==> src/rtl/lambda_loader.sv <==
// Channel-LLR (lambda) SRAM loader: accepts one frame of raw LLR samples,
// scales and saturates each to 16-bit signed, and writes them to addresses 0..CODE_LEN-1.
module lambda_loader #(
    parameter int unsigned CODE_LEN = 400,
    parameter int unsigned IN_W     = 24,
    parameter int unsigned SHIFT    = 0,
    parameter int unsigned AW       = 20
) (
    input  logic            clk,
    input  logic            rst_n,
    input  logic            i_start,
    input  logic            i_abort,
    input  logic            i_release,
    input  logic            i_valid,
    input  logic [IN_W-1:0] i_llr,
    output logic            o_ready,
    output logic            o_wen,
    output logic [AW-1:0]   o_waddr,
    output logic [15:0]     o_wdata,
    output logic            o_busy,
    output logic            o_loaded,
    output logic            o_frame_done,
    output logic [AW-1:0]   o_count
);

    localparam int unsigned OUT_W = 16;
    // Comparison width wide enough to hold +/-32767 regardless of IN_W
    localparam int unsigned EXT_W = (IN_W > 17) ? IN_W : 17;
    localparam logic signed [EXT_W-1:0] SAT_MAX = EXT_W'(32767);
    localparam logic signed [EXT_W-1:0] SAT_MIN = EXT_W'(-32767);
    localparam logic [AW-1:0] LAST_ADDR = AW'(CODE_LEN - 1);

    typedef enum logic [1:0] {
        ST_IDLE = 2'd0,
        ST_LOAD = 2'd1,
        ST_DONE = 2'd2
    } state_t;

    state_t r_state;
    state_t w_state_nxt;

    logic              r_wen;
    logic [AW-1:0]     r_waddr;
    logic [OUT_W-1:0]  r_wdata;
    logic              r_frame_done;
    logic [AW-1:0]     r_count;

    logic              w_hs;
    logic              w_wen_nxt;
    logic              w_clr;
    logic              w_frame_done_nxt;

    logic signed [IN_W-1:0]  w_shift;
    logic signed [EXT_W-1:0] w_ext;
    logic [OUT_W-1:0]        w_sat;

    // Sign-preserving scale followed by symmetric saturation (-32768 never produced)
    always_comb begin
        w_shift = $signed(i_llr) >>> SHIFT;
        w_ext   = EXT_W'(w_shift);
        if (w_ext > SAT_MAX) begin
            w_sat = 16'h7FFF;
        end else if (w_ext < SAT_MIN) begin
            w_sat = 16'h8001;
        end else begin
            w_sat = w_ext[OUT_W-1:0];
        end
    end

    always_ff @(posedge clk or negedge rst_n) begin
        if (!rst_n) begin
            r_state <= ST_IDLE;
        end else begin
            r_state <= w_state_nxt;
        end
    end

    // Next state and per-cycle control; abort outranks every other request
    always_comb begin
        w_state_nxt      = r_state;
        w_hs             = 1'b0;
        w_wen_nxt        = 1'b0;
        w_clr            = 1'b0;
        w_frame_done_nxt = 1'b0;

        if (i_abort) begin
            w_state_nxt = ST_IDLE;
            w_clr       = 1'b1;
        end else begin
            case (r_state)
                ST_IDLE: begin
                    if (i_start) begin
                        w_state_nxt = ST_LOAD;
                        w_clr       = 1'b1;
                    end
                end
                ST_LOAD: begin
                    w_hs      = i_valid;
                    w_wen_nxt = i_valid;
                    if (i_valid && (r_count == LAST_ADDR)) begin
                        w_state_nxt      = ST_DONE;
                        w_frame_done_nxt = 1'b1;
                    end
                end
                ST_DONE: begin
                    if (i_release) begin
                        w_state_nxt = ST_IDLE;
                    end
                end
                default: begin
                    w_state_nxt = ST_IDLE;
                end
            endcase
        end
    end

    // Single register stage between handshake and SRAM write
    always_ff @(posedge clk or negedge rst_n) begin
        if (!rst_n) begin
            r_wen        <= 1'b0;
            r_waddr      <= '0;
            r_wdata      <= '0;
            r_frame_done <= 1'b0;
            r_count      <= '0;
        end else begin
            r_wen        <= w_wen_nxt;
            r_frame_done <= w_frame_done_nxt;
            if (w_wen_nxt) begin
                r_waddr <= r_count;
                r_wdata <= w_sat;
            end
            if (w_clr) begin
                r_count <= '0;
            end else if (w_hs) begin
                r_count <= r_count + AW'(1);
            end
        end
    end

    assign o_ready      = (r_state == ST_LOAD);
    assign o_busy       = (r_state == ST_LOAD);
    assign o_loaded     = (r_state == ST_DONE);
    assign o_wen        = r_wen;
    assign o_waddr      = r_waddr;
    assign o_wdata      = r_wdata;
    assign o_frame_done = r_frame_done;
    assign o_count      = r_count;

endmodule

==> config.mk <==
export PLATFORM = sky130hd
export DESIGN_NAME = lambda_loader
export DESIGN_NICKNAME = d
export VERILOG_FILES = /design/src/rtl/lambda_loader.sv
export SDC_FILE = /design/constraint.sdc
export NUM_CORES = 1
export LEC_CHECK = 0
export ABC_AREA = 1
export CAP_MARGIN = 20
export CORE_ASPECT_RATIO = 1.25
export CORE_MARGIN = 5
export CORE_UTILIZATION = 50
export CTS_CLUSTER_DIAMETER = 30
export CTS_CLUSTER_SIZE = 12
export DETAILED_ROUTE_END_ITERATION = 7
export MAX_ROUTING_LAYER = met4
export PLACE_DENSITY = 0.92
export SYNTH_ARGS = -nofsm -noshare
export SYNTH_HDL_FRONTEND = slang
export SYNTH_SLANG_ARGS = --single-unit
export TNS_END_PERCENT = 100
==> constraint.sdc <==
create_clock -name clk -period 2.8 [get_ports clk]
set_input_delay 0.56 -clock clk [delete_from_list [all_inputs] [get_ports clk]]
set_output_delay 0.56 -clock clk [all_outputs]
set_load 0.005 [all_outputs]
==> flow_summary.ini, run 1 <==
[sta]
finalClockSkew_ns = 0.004179
hold_violations = 0
worstMarginPinSlew_ns = 0.6224
rsz0062_at_grt = no
slew_viol_final = 0
post-route-period-util_pct = 74.50
setup_viol = 0
min_period_ns = 2.086
maxSlewHeadroom_pct = 58.50
setup_tns_ns = 0
fmax_ghz = 0.4794

[final_layout]
seqCellArea_um2 = 1501
syn2layout_area_growth_pct = 39.86
antennaDiodeCount = 0
fillCellCount = 431
nets = 496
drive_gt1_share_pct = 6.809
final_cell_area_um2 = 4021
multiInputGateArea_um2 = 1167

[setup_path]
path_depth = 4
crit_chain = inv_2, nand2_1, inv_1, clkdlybuf4s50_1
r2r_slack_ns = 0.98
endpoint_kind = primary output
slowest_delay_ns = 0.50
worstSetupPathType = register to primary output
r2r-start = r_state[1]
worstSetupStartpoint = r_state[1]
crit_family = buffers and inverters
cp_slowest_cell = clkdlybuf4s50_1
critPathBufInv = 3
critical_path_arrival_ns = 1.53
start_kind = register
worstPathRequired_ns = 2.24
worstPathMaxFanout = 4
rr_worst_depth = 6
r2r_end = o_wdata[4]

[placement]
post-dp-hpwl_um = 5743
place.gp.congestion = 0.8717
port_buffers = 90
placed_cell_area_um2 = 3840

[routing]
drtIter0Drc = 231
vias = 2904
dr.pass1.iters = 5
route.detailed.drc = 0
via_per_inst = 5.418
wl_um = 7664
drt.antenna.violating_nets = 0
post_drt_wl_per_cell_um = 14.30

[hold_path]
worstHoldPathType = input port to asynchronous set/reset pin

[synthesis]
netlist_top_cells_area = dfrtp_1, nand2_1, nor2_1
synth_top_area_share_pct = 52.22
netlist_area_um2 = 2875
synthAdderAreaFrac_pct = 0.4352
synth_warnings = 0
synth_top_family_by_area = simple AND/OR/NAND/NOR gates
synth_top_cell_by_area = dfrtp_1
synth_compound_area_share_pct = 9.661
synth_mux_area_share_pct = 0
synthesis.nets = 401
synthXorXnorAreaFrac_pct = 0
synth.avg_cell_area_um2 = 7.771
synth-simple-area-share_pct = 30.50
netlist_instances = 370
ys_ff_latch = 60
ys_types = 24
yosysSeqAreaShare_pct = 52.22

[global_routing]
track_usage_pct = 21.79
grt_pass1_wl_um = 12360
antenna_found_initial = 0
grt_pass1_vias = 2776
grt_start_max_net_pins = 35
grt_remaining_overflow = 0

[power]
total_power_mw = 2.193
irDropWorstVdd_uv = 399.1
power_density_nw_per_um2 = 545.3
p_leak_nw = 1.741

[clocking]
hold_buffers = 0
clk_pin_slew_ns = 0.06
cts_buffer_depth = 2
cts_tree = built
numCtsBuffers = 9
clk_latency_ns = 0.34
root_buffer = clkbuf_8
cts_sinks = 60
htreeDepth = 3
post_cts_buffers = 0
cts_resized = 0

[flow_run]
maxCapViolations = 0

[floorplan]
die_h_um = 94.79
start_util_pct = 50.43
io_pins = 91
core_um2 = 5702
rows = 31
die_x_um = 77.83
design.die.area_um2 = 7377

[run_status]
status = completed
per-stage QoR:
stage                     std cells  util (%)  hold slack (ns)  setup slack [ns]
after global routing            536     70.53           0.2773            0.6466
after floorplan                 370         -           0.2644             1.413
after CTS                       536     70.53           0.2484            0.7298
after global placement          520     67.35           0.4554            0.5177
after detailed placement        520     67.35           0.4713            0.4377
final                           536     70.53           0.2301            0.7140
report_power, final:
| part | internal, mW | leakage (nW) | total (mW) | switching, mW |
|---|---|---|---|---|
| Clock | 0.394 | 0.0937 | 0.712 | 0.318 |
| Combinational | 0.264 | 0.866 | 0.457 | 0.194 |
| Sequential | 0.963 | 0.782 | 1.02 | 0.0608 |
cells by family (layout without fill, tap and decap cells):
logic type                 after synthesis  in the layout
and+or+nand+nor                        207            207
DFF                                     60             60
AOI/OAI and AO/OA                       53             53
buffers and inverters                   49            149
adders and majority gates                1              1
worst max path at each step:
| stage | to | slack [ns] |
|---|---|---|
| 3_5_place_dp | o_wdata[4] | 0.44 |
| 3_3_place_gp | o_wdata[10] | 0.52 |
| 5_1_grt | o_wdata[12] | 0.65 |
| 6_report | o_busy | 0.71 |
| 4_1_cts | o_busy | 0.73 |
| 2_1_floorplan | o_count[8] | 1.41 |
layer usage:
| layer | share of wire (%) | track usage (%) |
|---|---|---|
| met1 | 38 | 24.72 |
| met2 | 52 | 36.00 |
| met3 | 6.8 | 4.580 |
| met4 | 2.9 | 11.60 |
| met5 | 0 | - |
cell usage in the layout (no fill, tap or decap), types with 9 or more instances in the layout:
master           Yosys  layout
dfrtp_1             60      60
clkdlybuf4s50_1      0      89
nand4_1             12      12
clkbuf_8             0      12
nand3_1             18      18
nor2_1              67      67
nor3_1               9       9
a21oi_1             25      25
nand2_1             90      90
inv_1               37      37
o21ai_0             21      21
cell usage after synthesis (all sizes together):
cell type	number
o22ai	1
nand2	92
nor3	9
o21ai	23
inv	38
nand3	19
dfrtp	60
o21a	1
nor2	75
nand4	12
buf	11
a21oi	26
ha	1
a211oi	1
o31ai	1
worst reg2reg max path, cell delays in order, from the launching register on:
cell     delay, ns
dfrtp_1       0.43
inv_2         0.09
nand2_1       0.09
nor2_2        0.14
nand2_2       0.24
nor2_2        0.53
a21oi_1       0.16
cell type report:
cell class                 instances  area share (%)
sequential                        60           37.34
multi-input combinational        261           29.03
timing repair buffer              95           23.52
clock buffer                      15           4.387
inverter                          38           3.547
tap                               66           2.054
clock inverter                     1          0.1245
sequential cells by signal, indices dropped and copies added (netlist names):
register / flops
r_state: 2
o_frame_done: 1
o_wen: 1
o_waddr: 20
o_wdata: 16
o_count: 20
No activity file was read; power rests on OpenSTA's default activity.
==> inputs of run 2 (changes only) <==
--- a/config.mk
+++ b/config.mk
@@ -9,12 +9,12 @@
 export CAP_MARGIN = 20
 export CORE_ASPECT_RATIO = 1.25
 export CORE_MARGIN = 5
-export CORE_UTILIZATION = 50
+export CORE_UTILIZATION = 46
 export CTS_CLUSTER_DIAMETER = 30
 export CTS_CLUSTER_SIZE = 12
 export DETAILED_ROUTE_END_ITERATION = 7
 export MAX_ROUTING_LAYER = met4
-export PLACE_DENSITY = 0.92
+export PLACE_DENSITY = 0.86
 export SYNTH_ARGS = -nofsm -noshare
 export SYNTH_HDL_FRONTEND = slang
 export SYNTH_SLANG_ARGS = --single-unit
==> constraint.sdc (replaced) <==
create_clock -name clk -period 2 [get_ports clk]
set_input_delay 0.4 -clock clk [delete_from_list [all_inputs] [get_ports clk]]
set_output_delay 0.4 -clock clk [all_outputs]
set_load 0.005 [all_outputs]
==> run 2 against run 1 <==
Compared with the run above:
- worst hold slack worse by 0.17 ns
- clock skew up 0.0033 ns
- clock power up 27%
- non-clock buffer count up 8
- sequential share of layout area decreased by 0.54 points
- power up 36%
- critical path depth stayed put
- sequential power is 40% higher
- first-iteration DRC count increased by 8.7%
- setup slack got worse by 0.61 ns
- wire length up 0.22%
- die area grew 7.7%
==> flow_summary.ini, run 2 (synthesis results as in run 1) <==
[setup_path]
worstSetupStartpoint = r_state[1]
endpoint_kind = primary output
cp_slowest_cell = clkdlybuf4s50_1
r2r_end = o_count[18]
rr_worst_depth = 8
r2r-start = o_count[1]
path_depth = 4
crit_family = buffers and inverters
worstPathRequired_ns = 1.60
crit_chain = inv_2, nand2_1, inv_1, clkdlybuf4s50_1
worstSetupPathType = register to primary output
r2r_slack_ns = 0.33
start_kind = register
critPathCapture = o_ready
critPathBufInv = 3
critical_path_arrival_ns = 1.49
worstPathMaxFanout = 4
slowest_delay_ns = 0.50

[power]
clkPwrFrac_pct = 30.3
p_switching_mw = 0.7858
irDropWorstVdd_uv = 518.0
p_leak_nw = 1.771
netSwitchingFraction_pct = 26.39
power_density_nw_per_um2 = 729.7
total_power_mw = 2.977
seqPwrFrac_pct = 48.1
power_frac_comb_pct = 21.7
p_int_mw = 2.191

[placement]
post-dp-hpwl_um = 5754
dpl_worst_slack_ns = 0.02989
place.gp.congestion = 0.9232
port_buffers = 90
dpl.cell_count = 547
placed_cell_area_um2 = 3924

[final_layout]
antennaDiodeCount = 0
drive_gt1_share_pct = 8.403
layoutNonFillerInstCount = 561
final_cell_mix = nand2_1, clkdlybuf4s50_1, nor2_1, dfrtp_1, inv_1
final_cell_area_um2 = 4080
seqCellArea_um2 = 1501
mostFrequentLayoutCell = nand2_1
final_util_pct = 66.61
fillCellCount = 528
nets = 504
multiInputGateArea_um2 = 1167
syn2layout_area_growth_pct = 41.91

[run_status]
status = completed

[sta]
rsz0062_at_grt = no
setup_tns_ns = 0
min_period_ns = 1.894
fin_ws_ns = 0.1062
maxSlewHeadroom_pct = 69.54
setup_viol = 0
slew_viol_final = 0
worstMarginPinSlew_ns = 0.4559
fmax_ghz = 0.5280
post-route-period-util_pct = 94.69
finalClockSkew_ns = 0.007473
fin_hold_ws_ns = 0.05665
hold_violations = 0

[global_routing]
antenna_found_initial = 0
grt_remaining_overflow = 0
track_usage_pct = 21.29
grt_pass1_vias = 2879
grt_pass1_wl_um = 12900
grt_start_max_net_pins = 61

[floorplan]
start_util_pct = 46.94
io_pins = 91
die_x_um = 80.72
core_um2 = 6126
die_h_um = 98.39
rows = 32
design.die.area_um2 = 7942

[flow_run]
maxCapViolations = 0

[routing]
drtIter0Drc = 251
route.detailed.drc = 0
dr.pass1.iters = 7
post_drt_wl_per_cell_um = 13.69
wl_um = 7681
vias = 2843
via_per_inst = 5.068
drt.antenna.violating_nets = 0

[clocking]
htreeDepth = 3
numCtsBuffers = 9
cts_resized = 0
post_cts_buffers = 0
clk_pin_slew_ns = 0.06
cts_tree = built
hold_buffers = 0
root_buffer = clkbuf_8
cts_sinks = 60
clk_latency_ns = 0.34
cts_buffer_depth = 2

[hold_path]
worstHoldPathType = input port to asynchronous set/reset pin
[run 2: changes by cell type in the layout (fill, tap and decap cells not counted), sizes merged]
cell | previous run | this run
buf | 6 | 14
clkbuf | 15 | 11
clkinv | 1 | 3
[run 2: power groups by stage]
| stage | Clock, mW | Sequential, mW | Combinational [mW] |
|---|---|---|---|
| global route | 0.966 | 1.45 | 0.714 |
| floorplan | 0 | 1.45 | 0.209 |
| CTS | 0.909 | 1.43 | 0.655 |
| finish | 0.901 | 1.43 | 0.645 |
| global placement | 0 | 1.45 | 0.637 |
| detailed placement | 0 | 1.44 | 0.653 |
[run 2: area by class of cell]
type	count	share of cell area, %
repair buffers	103	24.65
clock inverters	3	0.3680
flip-flops and latches	60	36.80
multi-input cells	261	28.61
well taps	85	2.607
clock buffers	11	3.465
inverters	38	3.496
[run 2: per-layer routing]
layer  global-route usage (%)  part of all wire [%]  vias to the layer above
met1                    25.18                    41                     1338
li1                         -                     -                     1388
met4                    6.892                   1.2                        0
met2                    34.25                    50                      108
met3                    6.734                   8.7                        9
met5                        -                     0                        -
[run 2: worst register-to-register path, stage by stage, from the launching register on]
cell and delay [ns]:
dfrtp_1 0.41, ha_1 0.24, nand2_1 0.08, nor2_1 0.21
nand3_1 0.17, nor2_1 0.23, nand3_1 0.11, nand2_1 0.08
nor2_1 0.04
[run 2: worst min path at each step]
stage / from / end / cells past startpoint
after floorplan: rst_n / o_count[0] / 0
after global placement: rst_n / o_count[14] / 2
after detailed placement: rst_n / o_count[19] / 2
after CTS: rst_n / o_waddr[12] / 2
after global routing: rst_n / o_waddr[12] / 2
final: rst_n / o_waddr[12] / 2
